===== src/rtl/zz_block_arbiter_pkg.sv =====
// Shared types and constants for the zig_zag block arbiter.
package zz_pkg;

  localparam int BLOCK_COEFFS = 64;
  localparam int COEF_IDX_W   = 6;

  typedef enum logic {
    IDLE = 1'b0,
    FEED = 1'b1
  } zz_arb_state_t;

  typedef logic src_id_t;

  localparam src_id_t SRC_LUMA   = 1'b0;
  localparam src_id_t SRC_CHROMA = 1'b1;

  // Round-robin pick between two requesters; on a tie the one not served last wins.
  function automatic src_id_t pick_winner(input logic v0, input logic v1, input src_id_t last);
    if (v0 && v1) return ~last;
    if (v1)       return SRC_CHROMA;
    return SRC_LUMA;
  endfunction

endpackage


===== src/rtl/zz_block_arbiter_if.sv =====
// Stream bundle between the arbiter, its two sources, the zig_zag engine and the consumer.
interface zz_arb_if #(
  parameter int DW = 24
);
  logic          i_s0_axis_TVALID;
  logic          o_s0_axis_TREADY;
  logic [DW-1:0] i_s0_axis_TDATA;

  logic          i_s1_axis_TVALID;
  logic          o_s1_axis_TREADY;
  logic [DW-1:0] i_s1_axis_TDATA;

  logic          o_zz_axis_TVALID;
  logic          i_zz_axis_TREADY;
  logic [DW-1:0] o_zz_axis_TDATA;
  logic          o_zz_axis_TLAST;

  logic          i_zz_axis_TVALID;
  logic          o_zz_axis_TREADY;
  logic [DW-1:0] i_zz_axis_TDATA;

  logic          o_axis_TVALID;
  logic          i_axis_TREADY;
  logic [DW-1:0] o_axis_TDATA;
  logic          o_axis_TLAST;
  logic          o_axis_TUSER;

  logic          o_err;

  modport slave (
    input  i_s0_axis_TVALID, i_s0_axis_TDATA,
    input  i_s1_axis_TVALID, i_s1_axis_TDATA,
    input  i_zz_axis_TREADY, i_zz_axis_TVALID, i_zz_axis_TDATA, i_axis_TREADY,
    output o_s0_axis_TREADY, o_s1_axis_TREADY,
    output o_zz_axis_TVALID, o_zz_axis_TDATA, o_zz_axis_TLAST, o_zz_axis_TREADY,
    output o_axis_TVALID, o_axis_TDATA, o_axis_TLAST, o_axis_TUSER, o_err
  );

  modport master (
    output i_s0_axis_TVALID, i_s0_axis_TDATA,
    output i_s1_axis_TVALID, i_s1_axis_TDATA,
    output i_zz_axis_TREADY, i_zz_axis_TVALID, i_zz_axis_TDATA, i_axis_TREADY,
    input  o_s0_axis_TREADY, o_s1_axis_TREADY,
    input  o_zz_axis_TVALID, o_zz_axis_TDATA, o_zz_axis_TLAST, o_zz_axis_TREADY,
    input  o_axis_TVALID, o_axis_TDATA, o_axis_TLAST, o_axis_TUSER, o_err
  );
endinterface


===== src/rtl/zz_tag_fifo.sv =====
// Source-ID FIFO tracking blocks granted to zig_zag but not yet returned.
module zz_tag_fifo
  import zz_pkg::*;
#(
  parameter int DEPTH = 4
) (
  input  logic    i_clk,
  input  logic    i_aresetn,
  input  logic    i_push,
  input  logic    i_pop,
  input  src_id_t i_din,
  output logic    o_full,
  output logic    o_empty,
  output src_id_t o_head
);
  localparam int AW = (DEPTH > 1) ? $clog2(DEPTH) : 1;

  src_id_t       r_mem [DEPTH];
  logic [AW-1:0] r_wr_ptr, r_rd_ptr;
  logic [AW:0]   r_cnt;
  logic          w_do_push, w_do_pop;

  assign o_full    = (r_cnt == (AW+1)'(DEPTH));
  assign o_empty   = (r_cnt == '0);
  assign w_do_push = i_push && !o_full;
  assign w_do_pop  = i_pop && !o_empty;
  // Head reads as zero when empty so TUSER is clean out of reset.
  assign o_head    = o_empty ? SRC_LUMA : r_mem[r_rd_ptr];

  always_ff @(posedge i_clk) begin
    if (w_do_push) r_mem[r_wr_ptr] <= i_din;
  end

  always_ff @(posedge i_clk) begin
    if (!i_aresetn) begin
      r_wr_ptr <= '0;
      r_rd_ptr <= '0;
      r_cnt    <= '0;
    end else begin
      if (w_do_push) r_wr_ptr <= r_wr_ptr + 1'b1;
      if (w_do_pop)  r_rd_ptr <= r_rd_ptr + 1'b1;
      case ({w_do_push, w_do_pop})
        2'b10:   r_cnt <= r_cnt + 1'b1;
        2'b01:   r_cnt <= r_cnt - 1'b1;
        default: r_cnt <= r_cnt;
      endcase
    end
  end
endmodule


===== src/rtl/zz_block_arbiter.sv =====
// Grants the zig_zag engine one 64-coefficient block at a time to luma or chroma,
// and tags each returning block with the source that produced it.
module zz_block_arbiter
  import zz_pkg::*;
#(
  parameter int VALUE_WIDTH     = 17,
  parameter int AXIS_DATA_WIDTH = 8*((VALUE_WIDTH-1)/8+1),
  parameter int TAG_DEPTH       = 4
) (
  input logic     i_clk,
  input logic     i_aresetn,
  zz_arb_if.slave bus
);
  localparam logic [COEF_IDX_W-1:0] LAST_IDX = COEF_IDX_W'(BLOCK_COEFFS-1);

  zz_arb_state_t              r_state, w_state_nxt;
  src_id_t                    r_grant, r_last_grant, w_winner, w_head;
  logic [COEF_IDX_W-1:0]      r_in_cnt, r_out_cnt;
  logic                       r_err;
  logic                       w_full, w_empty, w_tag_ok;
  logic                       w_push, w_pop, w_feed_hs, w_out_hs;
  logic                       w_feed_valid, w_s0_ready, w_s1_ready;
  logic [AXIS_DATA_WIDTH-1:0] w_feed_data;

  assign w_winner = pick_winner(bus.i_s0_axis_TVALID, bus.i_s1_axis_TVALID, r_last_grant);
  assign w_push   = (r_state == IDLE) && !w_full &&
                    (bus.i_s0_axis_TVALID || bus.i_s1_axis_TVALID);

  always_comb begin
    w_state_nxt  = r_state;
    w_feed_valid = 1'b0;
    w_feed_data  = '0;
    w_s0_ready   = 1'b0;
    w_s1_ready   = 1'b0;
    w_feed_hs    = 1'b0;
    case (r_state)
      IDLE: if (w_push) w_state_nxt = FEED;
      FEED: begin
        if (r_grant == SRC_CHROMA) begin
          w_feed_valid = bus.i_s1_axis_TVALID;
          w_feed_data  = bus.i_s1_axis_TDATA;
          w_s1_ready   = bus.i_zz_axis_TREADY;
        end else begin
          w_feed_valid = bus.i_s0_axis_TVALID;
          w_feed_data  = bus.i_s0_axis_TDATA;
          w_s0_ready   = bus.i_zz_axis_TREADY;
        end
        w_feed_hs = w_feed_valid && bus.i_zz_axis_TREADY;
        if (w_feed_hs && r_in_cnt == LAST_IDX) w_state_nxt = IDLE;
      end
    endcase
  end

  assign bus.o_zz_axis_TVALID = w_feed_valid;
  assign bus.o_zz_axis_TDATA  = w_feed_data;
  assign bus.o_zz_axis_TLAST  = (r_state == FEED) && (r_in_cnt == LAST_IDX);
  assign bus.o_s0_axis_TREADY = w_s0_ready;
  assign bus.o_s1_axis_TREADY = w_s1_ready;

  // Return path is held off entirely until a tag says who owns the data.
  assign w_tag_ok             = !w_empty;
  assign bus.o_axis_TVALID    = bus.i_zz_axis_TVALID && w_tag_ok;
  assign bus.o_zz_axis_TREADY = bus.i_axis_TREADY && w_tag_ok;
  assign bus.o_axis_TDATA     = bus.i_zz_axis_TDATA;
  assign bus.o_axis_TUSER     = w_head;
  assign bus.o_axis_TLAST     = (r_out_cnt == LAST_IDX);
  assign bus.o_err            = r_err;

  assign w_out_hs = bus.o_axis_TVALID && bus.i_axis_TREADY;
  assign w_pop    = w_out_hs && (r_out_cnt == LAST_IDX);

  always_ff @(posedge i_clk) begin
    if (!i_aresetn) begin
      r_state      <= IDLE;
      r_grant      <= SRC_LUMA;
      r_last_grant <= SRC_CHROMA;
      r_in_cnt     <= '0;
      r_out_cnt    <= '0;
      r_err        <= 1'b0;
    end else begin
      r_state <= w_state_nxt;
      if (w_push) begin
        r_grant      <= w_winner;
        r_last_grant <= w_winner;
        r_in_cnt     <= '0;
      end else if (w_feed_hs) begin
        r_in_cnt <= r_in_cnt + 1'b1;
      end
      if (w_out_hs) r_out_cnt <= r_out_cnt + 1'b1;
      if (bus.i_zz_axis_TVALID && w_empty) r_err <= 1'b1;
    end
  end

  zz_tag_fifo #(.DEPTH(TAG_DEPTH)) u_tag_fifo (
    .i_clk    (i_clk),
    .i_aresetn(i_aresetn),
    .i_push   (w_push),
    .i_pop    (w_pop),
    .i_din    (w_winner),
    .o_full   (w_full),
    .o_empty  (w_empty),
    .o_head   (w_head)
  );
endmodule


===== src/flat_wrapper.sv =====
// flat-port wrapper written by rule: the top's interface ports become plain ports
module zz_block_arbiter_flat import zz_pkg::*;
#(
  parameter int VALUE_WIDTH     = 17,
  parameter int AXIS_DATA_WIDTH = 8*((VALUE_WIDTH-1)/8+1),
  parameter int TAG_DEPTH       = 4
)
  (i_clk, i_aresetn, bus_i_s0_axis_TVALID, bus_i_s0_axis_TDATA, bus_i_s1_axis_TVALID, bus_i_s1_axis_TDATA, bus_i_zz_axis_TREADY, bus_i_zz_axis_TVALID, bus_i_zz_axis_TDATA, bus_i_axis_TREADY, bus_o_s0_axis_TREADY, bus_o_s1_axis_TREADY, bus_o_zz_axis_TVALID, bus_o_zz_axis_TDATA, bus_o_zz_axis_TLAST, bus_o_zz_axis_TREADY, bus_o_axis_TVALID, bus_o_axis_TDATA, bus_o_axis_TLAST, bus_o_axis_TUSER, bus_o_err);
  zz_arb_if #(.DW((24))) bus_i ();
  input logic i_clk;
  input logic i_aresetn;
  input wire logic [$bits(bus_i.i_s0_axis_TVALID)-1:0] bus_i_s0_axis_TVALID;
  input wire logic [$bits(bus_i.i_s0_axis_TDATA)-1:0] bus_i_s0_axis_TDATA;
  input wire logic [$bits(bus_i.i_s1_axis_TVALID)-1:0] bus_i_s1_axis_TVALID;
  input wire logic [$bits(bus_i.i_s1_axis_TDATA)-1:0] bus_i_s1_axis_TDATA;
  input wire logic [$bits(bus_i.i_zz_axis_TREADY)-1:0] bus_i_zz_axis_TREADY;
  input wire logic [$bits(bus_i.i_zz_axis_TVALID)-1:0] bus_i_zz_axis_TVALID;
  input wire logic [$bits(bus_i.i_zz_axis_TDATA)-1:0] bus_i_zz_axis_TDATA;
  input wire logic [$bits(bus_i.i_axis_TREADY)-1:0] bus_i_axis_TREADY;
  output wire logic [$bits(bus_i.o_s0_axis_TREADY)-1:0] bus_o_s0_axis_TREADY;
  output wire logic [$bits(bus_i.o_s1_axis_TREADY)-1:0] bus_o_s1_axis_TREADY;
  output wire logic [$bits(bus_i.o_zz_axis_TVALID)-1:0] bus_o_zz_axis_TVALID;
  output wire logic [$bits(bus_i.o_zz_axis_TDATA)-1:0] bus_o_zz_axis_TDATA;
  output wire logic [$bits(bus_i.o_zz_axis_TLAST)-1:0] bus_o_zz_axis_TLAST;
  output wire logic [$bits(bus_i.o_zz_axis_TREADY)-1:0] bus_o_zz_axis_TREADY;
  output wire logic [$bits(bus_i.o_axis_TVALID)-1:0] bus_o_axis_TVALID;
  output wire logic [$bits(bus_i.o_axis_TDATA)-1:0] bus_o_axis_TDATA;
  output wire logic [$bits(bus_i.o_axis_TLAST)-1:0] bus_o_axis_TLAST;
  output wire logic [$bits(bus_i.o_axis_TUSER)-1:0] bus_o_axis_TUSER;
  output wire logic [$bits(bus_i.o_err)-1:0] bus_o_err;
  assign bus_i.i_s0_axis_TVALID = bus_i_s0_axis_TVALID;
  assign bus_i.i_s0_axis_TDATA = bus_i_s0_axis_TDATA;
  assign bus_i.i_s1_axis_TVALID = bus_i_s1_axis_TVALID;
  assign bus_i.i_s1_axis_TDATA = bus_i_s1_axis_TDATA;
  assign bus_i.i_zz_axis_TREADY = bus_i_zz_axis_TREADY;
  assign bus_i.i_zz_axis_TVALID = bus_i_zz_axis_TVALID;
  assign bus_i.i_zz_axis_TDATA = bus_i_zz_axis_TDATA;
  assign bus_i.i_axis_TREADY = bus_i_axis_TREADY;
  assign bus_o_s0_axis_TREADY = bus_i.o_s0_axis_TREADY;
  assign bus_o_s1_axis_TREADY = bus_i.o_s1_axis_TREADY;
  assign bus_o_zz_axis_TVALID = bus_i.o_zz_axis_TVALID;
  assign bus_o_zz_axis_TDATA = bus_i.o_zz_axis_TDATA;
  assign bus_o_zz_axis_TLAST = bus_i.o_zz_axis_TLAST;
  assign bus_o_zz_axis_TREADY = bus_i.o_zz_axis_TREADY;
  assign bus_o_axis_TVALID = bus_i.o_axis_TVALID;
  assign bus_o_axis_TDATA = bus_i.o_axis_TDATA;
  assign bus_o_axis_TLAST = bus_i.o_axis_TLAST;
  assign bus_o_axis_TUSER = bus_i.o_axis_TUSER;
  assign bus_o_err = bus_i.o_err;
  zz_block_arbiter #(.VALUE_WIDTH(VALUE_WIDTH), .AXIS_DATA_WIDTH(AXIS_DATA_WIDTH), .TAG_DEPTH(TAG_DEPTH)) u_core (.i_clk(i_clk), .i_aresetn(i_aresetn), .bus(bus_i));
endmodule

===== config.mk =====
export PLATFORM = sky130hd
export DESIGN_NAME = zz_block_arbiter_flat
export DESIGN_NICKNAME = d
export VERILOG_FILES = /design/src/rtl/zz_block_arbiter_pkg.sv /design/src/rtl/zz_block_arbiter_if.sv /design/src/rtl/zz_tag_fifo.sv /design/src/rtl/zz_block_arbiter.sv /design/src/flat_wrapper.sv
export SDC_FILE = /design/constraint.sdc
export NUM_CORES = 1
export LEC_CHECK = 0
export ABC_CLOCK_PERIOD_IN_PS = 2700
export CAP_MARGIN = 0
export CORE_ASPECT_RATIO = 2
export CORE_MARGIN = 5
export CORE_UTILIZATION = 36
export DETAILED_ROUTE_END_ITERATION = 6
export GPL_ROUTABILITY_DRIVEN = 1
export PLACE_DENSITY = 0.82
export REMOVE_ABC_BUFFERS = 1
export SETUP_SLACK_MARGIN = 0.15
export SLEW_MARGIN = 10
export SYNTH_ARGS = -nofsm -noshare
export SYNTH_HDL_FRONTEND = slang
export SYNTH_SLANG_ARGS = --single-unit

===== constraint.sdc =====
create_clock -name i_clk -period 2.7 [get_ports i_clk]
set_input_delay 0.54 -clock i_clk [delete_from_list [all_inputs] [get_ports i_clk]]
set_output_delay 0.54 -clock i_clk [all_outputs]
set_load 0.02 [all_outputs]

# After elaboration in Yosys (flattened, before gate mapping)
# Memory sizes are Yosys's and may differ from the RTL's. A register that Yosys moved wholly into a read port is not among the register bits.
# Index checks and enable logic that the tools add are counted.
dict set report op_classes {
  addsub 6
  n_eq_ne 5
  n_mux 26
  bitwise_logic 3
  reduce_logical 19
}
# op count
set op_table {}
lappend op_table {{2-to-1 mux 24 bit} 2}
lappend op_table {{2-to-1 mux 1 bit} 20}
lappend op_table {{logical AND 1 bit} 13}
lappend op_table {{adder 6 x 1 -> 6 bit, second input constant} 2}
lappend op_table {{== test 6 bit, second input constant} 2}
lappend op_table {{one-hot mux 3 bit (2 select lines)} 1}
lappend op_table {{adder 2 x 1 -> 2 bit, second input constant} 2}
lappend op_table {{2-to-1 mux 2 bit} 2}
lappend op_table {{adder 3 x 1 -> 3 bit, second input constant} 1}
lappend op_table {{== test 3 bit, second input constant} 1}
lappend op_table {{zero test 3 bit} 1}
lappend op_table {{NOT 1 bit} 3}
lappend op_table {{subtractor 3 x 1 -> 3 bit, second input constant} 1}
lappend op_table {{== test 2 x 1 -> 1 bit, second input constant} 1}
lappend op_table {{== test 2 bit, second input constant} 1}
lappend op_table {{zero test 1 bit} 2}
lappend op_table {{one-hot mux 1 bit (2 select lines)} 1}
lappend op_table {{nonzero test 2 bit} 1}
lappend op_table {{OR reduction 2 bit} 1}
lappend op_table {{logical OR 1 bit} 1}
dict set report totals {
  ff_bits 23
  mem_bits_rw 4
  inputBits 79
  out_inout_bits 57
  memories 1
}
# memory words width read_ports rd_clocked_by_memory_dff write_ports line_no
set mem_list {}
lappend mem_list {u_core.u_tag_fifo.r_mem 4 1 1 1 1 zz_tag_fifo.sv:18} ;# src_id_t r_mem [DEPTH];

# Longest topological paths before layout
# Gate-level depths: netlist of run 1.
dict set report logic_depth {
  depth_word 8
  depth_mapped 9
  depth_no_buf 9
}

# Modules after synthesis
# A second synthesis of run 1 with hierarchy kept.
dict set report hier_totals {
  cells_unflattened 232
  hier_area_um2 1973.1
}
# module instances cells_each area_each_um2 seq_area_each_um2
set modules_own_cells {}
lappend modules_own_cells {zz_block_arbiter 1 172 1327.5 320.3}
lappend modules_own_cells {zz_tag_fifo 1 60 645.6 300.3}

# Worst setup path after synthesis of run 1
# Ideal clock, no wire load.
dict set report synth_path {
  kind {input-to-reg}
  start {input port bus_i_zz_axis_TVALID}
  end {register u_core.u_tag_fifo.r_cnt[2]}
  setup_ns 0.070
  t_arrival_ns 2.222
  path_slack_ns 0.408
  cell_stages 9
  path_cell_list {o311ai_2 -> buf_6 -> nor3_2 -> ha_1 -> inv_1 -> fa_1 -> xor2_1 -> or3_1 -> a21oi_1}
}
dict set report synth_via {
  elab_chain_len 6
  word_cells_on_any_way 8
  cone_classes {eq/ne: 2; mux: 1; reduce/logical: 5}
}
# item line_no
set synth_lines {}
lappend synth_lines {{start: declaration} flat_wrapper.sv:17} ;# input wire logic [$bits(bus_i.i_zz_axis_TVALID)-1:0] bus_i_zz_axis_TVALID;
lappend synth_lines {{logical AND 1 bit (*)} zz_block_arbiter.sv:62} ;# assign bus.o_axis_TVALID = bus.i_zz_axis_TVALID && w_tag_ok;
lappend synth_lines {{logical AND 1 bit (*)} zz_block_arbiter.sv:69} ;# assign w_out_hs = bus.o_axis_TVALID && bus.i_axis_TREADY;
lappend synth_lines {{logical AND 1 bit (*)} zz_block_arbiter.sv:70} ;# assign w_pop = w_out_hs && (r_out_cnt == LAST_IDX);
lappend synth_lines {{logical AND 1 bit (*)} zz_tag_fifo.sv:26} ;# assign w_do_pop = i_pop && !o_empty;
lappend synth_lines {{via u_core.u_tag_fifo.w_do_pop} zz_tag_fifo.sv:21} ;# logic w_do_push, w_do_pop;
lappend synth_lines {{== test 2 x 1 -> 1 bit / == test 2 bit (equally long branches)} zz_tag_fifo.sv:42} ;# case ({w_do_push, w_do_pop})
lappend synth_lines {{one-hot mux 3 bit (2 select lines) / nonzero test 2 bit (equally long branches)} -}
lappend synth_lines {{end signal: assignment} zz_tag_fifo.sv:43} ;# 2'b10: r_cnt <= r_cnt + 1'b1;
lappend synth_lines {{end signal: assignment} zz_tag_fifo.sv:44} ;# 2'b01: r_cnt <= r_cnt - 1'b1;
lappend synth_lines {{end signal: assignment} zz_tag_fifo.sv:45} ;# default: r_cnt <= r_cnt;
lappend synth_lines {{end: declaration} zz_tag_fifo.sv:20} ;# logic [AW:0] r_cnt;
# The timed path passes the listed nets; every way through them passes the cells marked *.
# A chain may end at the register's enable or synchronous reset.

# Final worst setup path of run 1
dict set report layout_path {
  start {input port bus_i_s0_axis_TVALID}
  end {output port bus_o_zz_axis_TVALID}
}
dict set report layout_via {
  elab_chain_len 3
}
# item line_no
set layout_lines {}
lappend layout_lines {{start: declaration} flat_wrapper.sv:12} ;# input wire logic [$bits(bus_i.i_s0_axis_TVALID)-1:0] bus_i_s0_axis_TVALID;
lappend layout_lines {{2-to-1 mux 1 bit} zz_block_arbiter.sv:39} ;# if (r_grant == SRC_CHROMA) begin
lappend layout_lines {{2-to-1 mux 1 bit (2 in a row)} zz_block_arbiter.sv:36} ;# case (r_state)
lappend layout_lines {{end: declaration} flat_wrapper.sv:22} ;# output wire logic [$bits(bus_i.o_zz_axis_TVALID)-1:0] bus_o_zz_axis_TVALID;
# Every way passes these cells. The select of a mux whose other input is x is not followed.

==> results of run 1 <==
[area by class of cell]
cell class                 instances  area (um2)
timing repair buffer              92         923
clock inverter                     1        5.00
fill                             496        2540
sequential                        29         621
inverter                          11        43.8
clock buffer                       7        96.3
multi-input combinational        158        1070
tap                               60        75.1
[placed cells by master, fill, tap and decap left out, types with 3 or more instances in the layout]
cell             Yosys  layout
inv_1               10      10
nor3_1               3       3
o31ai_1              7       7
ha_1                 7       7
a21oi_1             18      18
nand3_1              7       7
nand2_1              9       9
edfxtp_1             4       4
nor2b_1              3       3
and3_1               5       5
buf_4               24       4
nor2_1              33      33
xor2_1               3       3
clkbuf_8             0       7
or4_1                7       7
dfxtp_1             25      25
o21ai_0             10      10
or3_1                4       4
mux2i_1             28      28
clkdlybuf4s50_1      0      86
[kinds of logic (layout without fill, tap and decap cells)]
family | after synthesis | in the layout | share of synthesized area, %
buf+inv | 45 | 111 | 14.4
fa+ha+maj | 8 | 8 | 5.45
compound gates | 41 | 41 | 12.6
mux | 29 | 29 | 15.3
simple gates | 77 | 77 | 19.4
flops | 29 | 29 | 31.5
xor+xnor | 3 | 3 | 1.33
[critical path: cells and delay by family]
family                 cells  cell delay, ns
buffers and inverters      2            1.16
and+or+nand+nor            1            0.10
muxes                      1            0.12
[routing by layer]
layer / up-vias / part of all wire, % / global-route usage (%)
met5: - / 0.62 / 3.47
met4: 2 / 2.7 / 7.51
met1: 861 / 33 / 12.8
met2: 117 / 48 / 26.6
met3: 14 / 15 / 11.2
li1: 918 / - / -
[metrics by stage]
stage	cells	power [mW]	util (%)	TNS [ns]	setup WS (ns)
6_report	358	1.25	52.8	0	0.246
5_1_grt	358	1.32	52.8	0	0.179
4_1_cts	358	1.27	52.6	0	0.210
3_5_place_dp	350	0.864	50.7	-0.0342	-0.0342
3_3_place_gp	350	0.857	50.7	0	0.0832
2_1_floorplan	198	0.666	-	0	0.195
[timing repair]
item	in CTS	in global routing
setup endpoints to repair	0	3
resized for setup	0	4
hold buffers	0	0
[power by group]
part | switching [mW] | leakage [nW] | internal [mW] | total (mW)
Clock | 0.168 | 0.0542 | 0.230 | 0.398
Combinational | 0.173 | 0.730 | 0.201 | 0.374
Sequential | 0.0208 | 0.241 | 0.459 | 0.479
Total | 0.362 | 1.02 | 0.889 | 1.25
[worst min path at each step]
stage                                                from                                    endpoint  slack [ns]  cells past startpoint
2_1_floorplan            u_core.r_out_cnt[4]$_SDFFE_PN0N_            u_core.r_out_cnt[4]$_SDFFE_PN0N_        0.45                      2
3_3_place_gp                u_core.bus.o_err$_SDFFE_PN0P_               u_core.bus.o_err$_SDFFE_PN0P_        0.46                      2
3_5_place_dp                u_core.bus.o_err$_SDFFE_PN0P_               u_core.bus.o_err$_SDFFE_PN0P_        0.46                      2
4_1_cts                     u_core.bus.o_err$_SDFFE_PN0P_               u_core.bus.o_err$_SDFFE_PN0P_        0.47                      2
5_1_grt        u_core.u_tag_fifo.r_rd_ptr[1]$_SDFFE_PN0P_  u_core.u_tag_fifo.r_rd_ptr[1]$_SDFFE_PN0P_        0.50                      2
6_report                    u_core.bus.o_err$_SDFFE_PN0P_               u_core.bus.o_err$_SDFFE_PN0P_        0.47                      2
[flip-flops by register name, indices dropped and copies added (netlist names), named ones only]
register and count:
u_core.r_in_cnt 6, u_core.r_out_cnt 6, u_core.u_tag_fifo.r_mem 4, u_core.u_tag_fifo.r_cnt 3
u_core.u_tag_fifo.r_rd_ptr 2, u_core.u_tag_fifo.r_wr_ptr 2, u_core.bus.o_err 1, u_core.r_grant 1
u_core.r_last_grant 1, u_core.r_state 1
==> metrics.md, run 1 <==
| Metric | Value |
|---|---|
| Clk root buf | clkbuf_8 |
| GR Util All Layers | 15.5% |
| CTS HTree Levels | 2 |
| Design Area, Final | 0.00284 mm2 |
| Outcome | finished, final reports clean |
| Placed inst area | 0.00273 mm2 |
| Final GP Congestion | 0.767 |
| Final Hold Viols | 0 |
| Clock tree buffer depth | 2 |
| Final min period | 2.45 ns |
| Initial antenna violation count | 0 |
| Pre-Repair DR Iteration Count | 4 |
| WHS | 0.466 ns |
| Setup violations, final | 0 |
| CP max stage delay | 0.61 ns |
| Post-Syn Area | 0.00197 mm2 |
| RR Startpoint | u_core.u_tag_fifo.r_cnt[2]$_SDFFE_PN0P_ |
| YS warnings | 0 |
| Leakage power | around 1 nW |
| IO Pins | 136 |
| Largest net degree at the start of global routing | 29 |
| Grt ovf | 0 |
| Die H | 115 um |
| Post-CTS setup buffers | 0 |
| Max FO, Critical Path | 5 |
| R2r endpoint | u_core.u_tag_fifo.r_cnt[2]$_SDFFE_PN0P_ |
| Iter 0 DRT Violations | 39 |
| Unique cell type count in the Yosys netlist | 37 |
| Worst skew pair latency | 0.28 ns |
| Fin nets | 384 |
| R2R setup slack | 0.37 ns |
| Unrepaired setup endpoints after global routing | no |
| Crit path to | bus_o_zz_axis_TVALID |
| Register area share after synthesis | 31.5% |
| Initial core utilization | 36.7% |
| Worst setup EP type | output pin |
| Core area | ~0.0054 mm2 |
| Final Slew Violations | 0 |
| Top-area cell type share of the netlist area | between 20% and 30% |
| CP Class | primary input to output pin |
| Reg clk slew, reported paths | 0.06 ns |
| Vias in the first global route | roughly 1900 |
| Asr flop ratio synth | 0% |
| Synth Instances | ~230 |
| Setup crit start kind | primary input |
| ANT nets after route | 0 |
| CTS buffer count | 5 |
| Antenna cell count | 0 |
| Slew margin rel. | a little under three fifths |
| Peak Freq | about 0.41 GHz |
| Cell row count | 38 |
| Tcrit/Tclk final | 90.9% |
| Crit path max-delay cell type | clkdlybuf4s50_1 |
| Port Buffers | 87 |
| DR vias/cell | 5.34 |
| Primary FF master, synth | dfxtp_1 |
| Synthesized flop and latch total | 29 |
| Vias | about 1900 |
| Worst Path Arrival | 1.91 ns |
| Post-route DRC | 0 |
| Worst-margin pin slew | 0.660 ns |
| DP HPWL | roughly 4400 um |
| P&R area growth vs syn | 43.7% |
| Cell with the most instances after synthesis | nor2_1 |
| R2R cell count | 8 |
| Share of cells above drive strength 1 | 6.38% |
| CTS tree | built |
| DIE AREA | slightly above 0.007 mm2 |
| Die X | 62.4 um |
| Global-route wire length before repair | just under 9000 um |
| Area leader, netlist | dfxtp_1 |
| Peak VDD IR | 0.364 mV |
| Top cells by area, synth | dfxtp_1 25%, mux2i_1 14%, buf_4 9.1% |
| Max cap viols | 0 |
| Post-route clock skew | 0.00193 ns |
| Post-synth EDFFs | 4 |
| P per Cell Area | 441 mW/mm2 |
| Wire per inst | 15.3 um |
| Worst hold path class | flop to flop |
| Syn Area/Cell | 8.50 um2 |
| Final wirelength | 5470 um |
| Critical Path Start | bus_i_s0_axis_TVALID |
| Most frequent CP cell | clkdlybuf4s50_1 |
| Crit path required time | 2.16 ns |
| Clk sinks | 29 |
| Crit-path cells | clkdlybuf4s50_1 -> mux2i_1 -> nor2_1 -> clkdlybuf4s50_1 |
| Top cells by count, synth | 33 x nor2_1, 28 x mux2i_1, 25 x dfxtp_1 |
(Power assumes the default switching activity.)
==> run 2, diff against run 1 <==
CAP_MARGIN = 20   (was 0)
==> results of run 2 <==
Final layout, timing and power as in run 1 (identical DEF).
